[src/rtl/fu_issue_fifo.sv]
// -----------------------------------------------------------------------------
// fu_issue_fifo
// Multi-push / multi-pop circular issue buffer sitting between IN_W issue
// lanes and OUT_W functional-unit read ports.
//
// Ports
//   clock         sole clock, rising edge
//   reset         asynchronous, active-low; clears all state
//   pkt_in        IN_W packets, lane i at [i*PKT_W +: PKT_W], lane 0 oldest
//   in_valid      per-lane push request
//   rd_en         per-port FU ready
//   flush         squash all contents; blocks pops and ignores pushes
//   pkt_out       OUT_W packets, port j at [j*PKT_W +: PKT_W]
//   out_valid     port j carries a valid issue this cycle
//   count         current occupancy
//   empty/full    count == 0 / count == DEPTH
//   almost_full   count > DEPTH - IN_W (upstream stall)
//   overflow_err  sticky, set whenever a push is dropped for lack of space
// -----------------------------------------------------------------------------
module fu_issue_fifo #(
    parameter int IN_W  = 3,
    parameter int OUT_W = 3,
    parameter int DEPTH = 8,
    parameter int PKT_W = 64
) (
    input  logic                          clock,
    input  logic                          reset,
    input  logic [IN_W*PKT_W-1:0]         pkt_in,
    input  logic [IN_W-1:0]               in_valid,
    input  logic [OUT_W-1:0]              rd_en,
    input  logic                          flush,
    output logic [OUT_W*PKT_W-1:0]        pkt_out,
    output logic [OUT_W-1:0]              out_valid,
    output logic [$clog2(DEPTH):0]        count,
    output logic                          empty,
    output logic                          full,
    output logic                          almost_full,
    output logic                          overflow_err
);

    localparam int PW = $clog2(DEPTH);
    localparam int CW = PW + 1;

    logic [PKT_W-1:0]         mem_r [DEPTH];
    logic [PW-1:0]            head_r;
    logic [PW-1:0]            tail_r;
    logic [CW-1:0]            count_r;
    logic                     overflow_r;

    logic [CW-1:0]            pops_s;
    logic [CW-1:0]            space_s;
    logic [CW-1:0]            accepted_s;
    logic                     drop_s;
    logic [OUT_W-1:0]         out_valid_s;
    logic [OUT_W*PKT_W-1:0]   pkt_out_s;
    logic [IN_W-1:0]          wr_en_s;
    logic [PW-1:0]            wr_addr_s [IN_W];

    // Read-port mapping: k-th oldest entry goes to the k-th ready port.
    always_comb begin : map_p
        logic [CW-1:0] k_v;
        logic [PW-1:0] rd_idx_v;
        k_v         = {CW{1'b0}};
        rd_idx_v    = {PW{1'b0}};
        out_valid_s = {OUT_W{1'b0}};
        pkt_out_s   = {(OUT_W*PKT_W){1'b0}};
        for (int j = 0; j < OUT_W; j++) begin
            rd_idx_v = head_r + k_v[PW-1:0];
            if (!flush && rd_en[j] && (k_v < count_r)) begin
                out_valid_s[j]                = 1'b1;
                pkt_out_s[j*PKT_W +: PKT_W]   = mem_r[rd_idx_v];
                k_v                           = k_v + {{(CW-1){1'b0}}, 1'b1};
            end else begin
                out_valid_s[j]                = 1'b0;
            end
        end
        pops_s = k_v;
    end

    // Space includes slots freed by this cycle's pops (pops read pre-edge data).
    assign space_s = CW'(DEPTH) - count_r + pops_s;

    // Push compaction: valid lanes fill tail, tail+1, ... in lane order;
    // lanes past the available space are dropped, so the highest lanes lose.
    always_comb begin : push_p
        logic [CW-1:0] acc_v;
        acc_v  = {CW{1'b0}};
        drop_s = 1'b0;
        for (int i = 0; i < IN_W; i++) begin
            wr_en_s[i]   = 1'b0;
            wr_addr_s[i] = tail_r + acc_v[PW-1:0];
            if (in_valid[i] && !flush) begin
                if (acc_v < space_s) begin
                    wr_en_s[i] = 1'b1;
                    acc_v      = acc_v + {{(CW-1){1'b0}}, 1'b1};
                end else begin
                    drop_s     = 1'b1;
                end
            end else begin
                wr_en_s[i]   = 1'b0;
            end
        end
        accepted_s = acc_v;
    end

    // Entry storage: compacted lanes written at their tail-relative slots.
    always_ff @(posedge clock or negedge reset) begin
        if (!reset) begin
            for (int d = 0; d < DEPTH; d++) begin
                mem_r[d] <= {PKT_W{1'b0}};
            end
        end else begin
            for (int i = 0; i < IN_W; i++) begin
                if (wr_en_s[i]) begin
                    mem_r[wr_addr_s[i]] <= pkt_in[i*PKT_W +: PKT_W];
                end
            end
        end
    end

    // Pointers, occupancy and sticky overflow flag.
    always_ff @(posedge clock or negedge reset) begin
        if (!reset) begin
            head_r     <= {PW{1'b0}};
            tail_r     <= {PW{1'b0}};
            count_r    <= {CW{1'b0}};
            overflow_r <= 1'b0;
        end else if (flush) begin
            head_r     <= {PW{1'b0}};
            tail_r     <= {PW{1'b0}};
            count_r    <= {CW{1'b0}};
        end else begin
            head_r     <= head_r + pops_s[PW-1:0];
            tail_r     <= tail_r + accepted_s[PW-1:0];
            count_r    <= count_r - pops_s + accepted_s;
            if (drop_s) begin
                overflow_r <= 1'b1;
            end
        end
    end

    assign pkt_out      = pkt_out_s;
    assign out_valid    = out_valid_s;
    assign count        = count_r;
    assign empty        = (count_r == {CW{1'b0}});
    assign full         = (count_r == CW'(DEPTH));
    assign almost_full  = (count_r > CW'(DEPTH - IN_W));
    assign overflow_err = overflow_r;

endmodule
[config.mk]
export PLATFORM = sky130hd
export DESIGN_NAME = fu_issue_fifo
export DESIGN_NICKNAME = d
export VERILOG_FILES = /design/src/rtl/fu_issue_fifo.sv
export SDC_FILE = /design/constraint.sdc
export NUM_CORES = 2
export LEC_CHECK = 0
export CORE_MARGIN = 2
export CORE_UTILIZATION = 30
export CTS_CLUSTER_SIZE = 25
export DETAILED_ROUTE_END_ITERATION = 7
export PLACE_DENSITY_LB_ADDON = 0.15
export SKIP_LAST_GASP = 1
export SLEW_MARGIN = 20
export SYNTH_ARGS = -nofsm -noshare
export SYNTH_HDL_FRONTEND = slang
export SYNTH_SLANG_ARGS = --single-unit
[constraint.sdc]
create_clock -name clock -period 19.75 [get_ports clock]
set_input_delay 3.95 -clock clock [delete_from_list [all_inputs] [get_ports clock]]
set_output_delay 3.95 -clock clock [all_outputs]
set_load 0.01 [all_outputs]
# ---- After elaboration in Yosys (flattened, before gate mapping)
# Cells that the tools add are included.
# Widths: inputs -> output; s select.
dict set report totals {
  register_bits 523
}
dict set report op_classes {
  n_reduce_logical 15
  muxes 51
  n_bitwise 7
  n_lt_le_gt_ge 16
  n_addsub 14
  n_eq_ne 1
}
# op n
set op_table {}
lappend op_table {{$bwmux 512} 3}
lappend op_table {{$mux 512} 3}
lappend op_table {{$mux 64} 12}
lappend op_table {{$bmux 64 s3} 3}
lappend op_table {{$demux 64 s3} 3}
lappend op_table {{$mux 4} 7}
lappend op_table {{$ge 4x4->1 const B} 6}
lappend op_table {{$not 3->4} 6}
lappend op_table {{$add 3x3->3} 6}
lappend op_table {{$mux 1} 18}
lappend op_table {{$add 4x1->4 const B} 4}
lappend op_table {{$lt 4x4->1} 4}
lappend op_table {{$logic_and 1x1->1} 12}
lappend op_table {{$lt 4x1->1 const B} 3}
lappend op_table {{$add 4x4->4} 2}
lappend op_table {{$lt 1x4->1 const A} 2}
lappend op_table {{$mux 3} 2}
lappend op_table {{$eq 4x4->1 const B} 1}
lappend op_table {{$gt 4x3->1 const B} 1}
lappend op_table {{$logic_not 4->1} 1}
lappend op_table {{$sub 4x4->4} 1}
lappend op_table {{$sub 4x4->4 const A} 1}
lappend op_table {{$reduce_and 2->1} 1}
lappend op_table {{$logic_not 1->1} 1}
lappend op_table {{$not 1->1} 1}

# ---- Longest topological paths before layout
dict set report logic_depth {
  depth_word 25
  ltp_mapped 37
  depth_no_buf 32
}

# ---- Worst setup path after synthesis
# No wires, ideal clock.
dict set report synth_path {
  kind {input -> output}
  start {input flush}
  end {output pkt_out[128]}
  cell_stages 10
  n_path_buf 5
  path_slack_ns 8.562
  arrival_ns 7.238
  cell_sequence {buf_2 -> clkbuf_1 -> or3b_2 -> clkbuf_1 -> ha_1 -> ha_1 -> clkbuf_1 -> clkbuf_1 -> mux4_2 -> a22o_1}
}
dict set report synth_between {
  elab_chain_len 13
  word_cells_on_any_way 18
}
# item line
set synth_lines {}
lappend synth_lines {{from (decl)} 31} ;# input logic flush,
lappend synth_lines {{$logic_not 1->1 (*)} 69} ;# if (!flush && rd_en[j] && (k_v < count_r)) begin
lappend synth_lines {{$logic_and 1x1->1 (2 in series)} 69}
lappend synth_lines {{$mux 1} 69}
lappend synth_lines {{$lt 4x4->1} 69}
lappend synth_lines {{$logic_and 1x1->1} 69}
lappend synth_lines {{$mux 4} 69}
lappend synth_lines {{$add 3x3->3} 68} ;# rd_idx_v = head_r + k_v[PW-1:0];
lappend synth_lines {{$not 3->4 (implied by the code)} 71} ;# pkt_out_s[j*PKT_W +: PKT_W] = mem_r[rd_idx_v];
lappend synth_lines {{$bmux 64 s3} 71}
lappend synth_lines {{$mux 64 (implied by the code) (2 in series)} 71}
lappend synth_lines {{$mux 64 (*)} 69}
lappend synth_lines {{to (decl)} 32} ;# output logic [OUT_W*PKT_W-1:0] pkt_out,
# Mark *: on every way between the ends. The rest lies on a longest branch, timed or not. The select of a mux whose other input is x is not followed.

# ---- Worst setup path after layout
dict set report layout_path {
  start {input flush}
  end {output pkt_out[176]}
}
# The elaborated chain is that of the path after synthesis.

==> results.tsv <==
metric	value	unit
Final Hold Viols	0	
async set or reset register ratio after synthesis	100	%
Vias	38633	
net switching power	3420	uW
Final nets	4372	
Final setup viols	0	
top post-synthesis cells by count	mux2i_1 (611), nor2_1 (559), dfrtp_1 (523), nor3_1 (491), mux4_2 (384)	
Critical Path RT	15.80	ns
total die area	146000	um^2
max cap viols	0	
hold crit path type	flop to flop	
Clock power frac	17.7	%
logic gate share of total power	55.8	%
H-tree levels	3	
clock sinks	523	
P_int	4560	uW
Place WS	5.37	ns
antenna violations before repair	37	
largest net degree at the start of global routing	132	
Flop pwr share	26.4	%
standard-cell rows	138	
# Post-CTS Setup Buffers	0	
IO Count	404	
Worst-Skew Late Latency	0.69	ns
post_cts resized	0	
Worst Max-Slew Pin Slew	1.24	ns
port bufs	403	
area delta synth->final	16.2	%
post-synth top area share	30.5	%
setup tns final	0	ns
crit path launch type	input port	
Cell variety after synth	57	
1st-iter DRT viols	4368	
Core ar.	142000	um^2
Hold Buf Count CTS	0	
die height	382	um
DRC errors left	0	
Mapped Avg Cell Area	10.2	um^2
R2R cell count	28	
Synthesized Nets	4415	
critical path class	input port to output pin	
Sw Share	42.9	%
skew final	0.0265	ns
global-route wire length before repair	309000	um
Filler Cell Count	14167	
most common cell in the netlist	mux2i_1	
Total Routed Length	219000	um
CTS Buf Count	74	
crit path DAT	10.38	ns
global-route usage over all layers	29.4	%
GPL Wtd Cong	0.805	
worst-path fanout max	43	
First-pass DRT Iterations	5	
Yosys reg bits	523	
Layout Cells excl Fill	6099	
share of layout cells above drive strength 1	18.4	%
number of flops mapped to enable cells by yosys	0	
post-synthesis sequential area ratio	30.5	%
Synth Flop Type	dfrtp_1	
Mapped Cells	4185	
P_leak	0.0190	uW
post-DP HPWL	124000	um
Synth area leaders	dfrtp_1 (31%), mux4_2 (20%), mux2i_1 (14%)	
min Tclk post-route	14.33	ns
Initial Util	30.3	%
Multi-input gate area	27000	um^2
Max Root-Sink Buffers	3	
FF/Latch Area	13100	um^2
slew margin rel.	17.2	%
number of synthesis warnings	0	
die width	382	um
vias in the first global route	38295	
clk slew on worst S/H paths	0.05	ns
final worst setup slack	5.42	ns
status	finished clean	
CTS root buf	clkbuf_16	
Placed Area	47300	um^2
CTS tree	done	
peak supply drop	0.168	mV
power per cell area	160	nW/um^2
DP Cell Count	5956	
total gr overflow	0	
Synth area leader	dfrtp_1	
period utilisation layout	72.6	%
final-report max-slew violation count	0	
hold path depth	1	
RSZ-0062 raised after global routing	false	
Cell Area, Synth	42900	um^2
fmax	0.0698	GHz
post-route ant nets	0	
design area	49800	um^2
crit end category	output pin	
DR WL/cell	35.9	um
vias per cell	6.33	
[path summary, 6_finish.rpt]
check / to / slack, ns / from
max in group asynchronous: mem_r[239] / 14.11 / reset
min reg2reg: overflow_err / 0.47 / overflow_err
min: overflow_err / 0.47 / overflow_err
max reg2reg: mem_r[367] / 9.42 / count[3]
max: pkt_out[176] / 5.42 / flush
min in group asynchronous: mem_r[75] / 3.38 / reset
[flip-flops by register name (all words and copies together) (netlist names)]
register	cells
overflow_err	1
head_r	3
tail_r	3
mem_r	512
count	4
[cell usage in the layout, fill, tap and decap left out, drive strengths merged, types with 4 or more instances in the layout]
master / synthesis / final
nand2: 170 / 170
o21ai: 5 / 5
nor3: 492 / 492
and3: 5 / 5
dfrtp: 523 / 523
nand3b: 5 / 5
inv: 20 / 24
ha: 22 / 22
clkdlybuf4s50: 0 / 402
clkbuf: 296 / 110
diode: 0 / 11
and2: 11 / 11
a22o: 50 / 50
xnor2: 11 / 11
a211oi: 479 / 479
nand4b: 33 / 33
nor2: 559 / 559
a21oi: 120 / 120
mux2i: 611 / 611
fa: 7 / 7
clkinv: 0 / 11
xor2: 8 / 8
nand3: 13 / 13
mux4: 384 / 384
bufinv: 0 / 4
buf: 317 / 92
or3: 5 / 5
nor2b: 8 / 8
[logic make-up (layout without fill, tap and decap cells)]
logic type,after synthesis,count (layout),synth area share (%)
buffers and inverters,633,646,7.22
muxes,995,995,34.5
AOI/OAI and AO/OA,666,666,12.6
DFF,523,523,30.5
and+or+nand+nor,1320,1320,13.8
adders and majority gates,29,29,0.969
other,0,11,0
xor gates and xnor gates,19,19,0.406
[metal layers]
| layer | wire length [um] | GRT usage [%] | vias to the layer above |
|---|---|---|---|
| li1 | - | - | 15660 |
| met1 | 91200 | 39.6 | 20239 |
| met2 | 102000 | 47.1 | 2217 |
| met3 | 17800 | 5.75 | 487 |
| met4 | 8090 | 9.75 | 30 |
| met5 | 180 | 0 | - |
[stage by stage]
| step | total power, uW | utilization (%) | hold WS [ns] |
|---|---|---|---|
| finish | 7980 | 35.2 | 0.469 |
| floorplan | 5000 | - | 0.512 |
| global placement | 6490 | 33.4 | 0.461 |
| CTS | 7960 | 35.2 | 0.476 |
| global route | 8360 | 35.2 | 0.496 |
| detailed placement | 6520 | 33.4 | 0.463 |
[critical path: stages]
cell and delay, ns:
clkdlybuf4s50_1 0.45, buf_4 0.29, or3b_4 0.51, buf_4 0.73, ha_1 0.44, ha_4 0.97, buf_4 0.72, buf_4 0.65
mux4_2 0.35, nand2_1 0.06, a21oi_1 0.46, clkdlybuf4s50_1 0.64
[power groups by stage]
stage / registers [uW] / clock network, uW / logic (uW)
after floorplan: 1860 / 0 / 3130
after global placement: 2110 / 0 / 4390
after detailed placement: 2110 / 0 / 4410
after CTS: 2090 / 1440 / 4430
after global routing: 2180 / 1470 / 4710
final: 2110 / 1420 / 4460
[cell type report]
type,instances,share of cell area [%]
Antenna cell,11,0.0553
Clock buffer,110,4.44
Clock inverter,22,0.512
Inverter,20,0.151
Multi-Input combinational cell,3029,54.2
Sequential cell,523,26.3
Tap cell,1890,4.75
Timing Repair Buffer,494,9.60
Power figures use the tool's default switching activity.
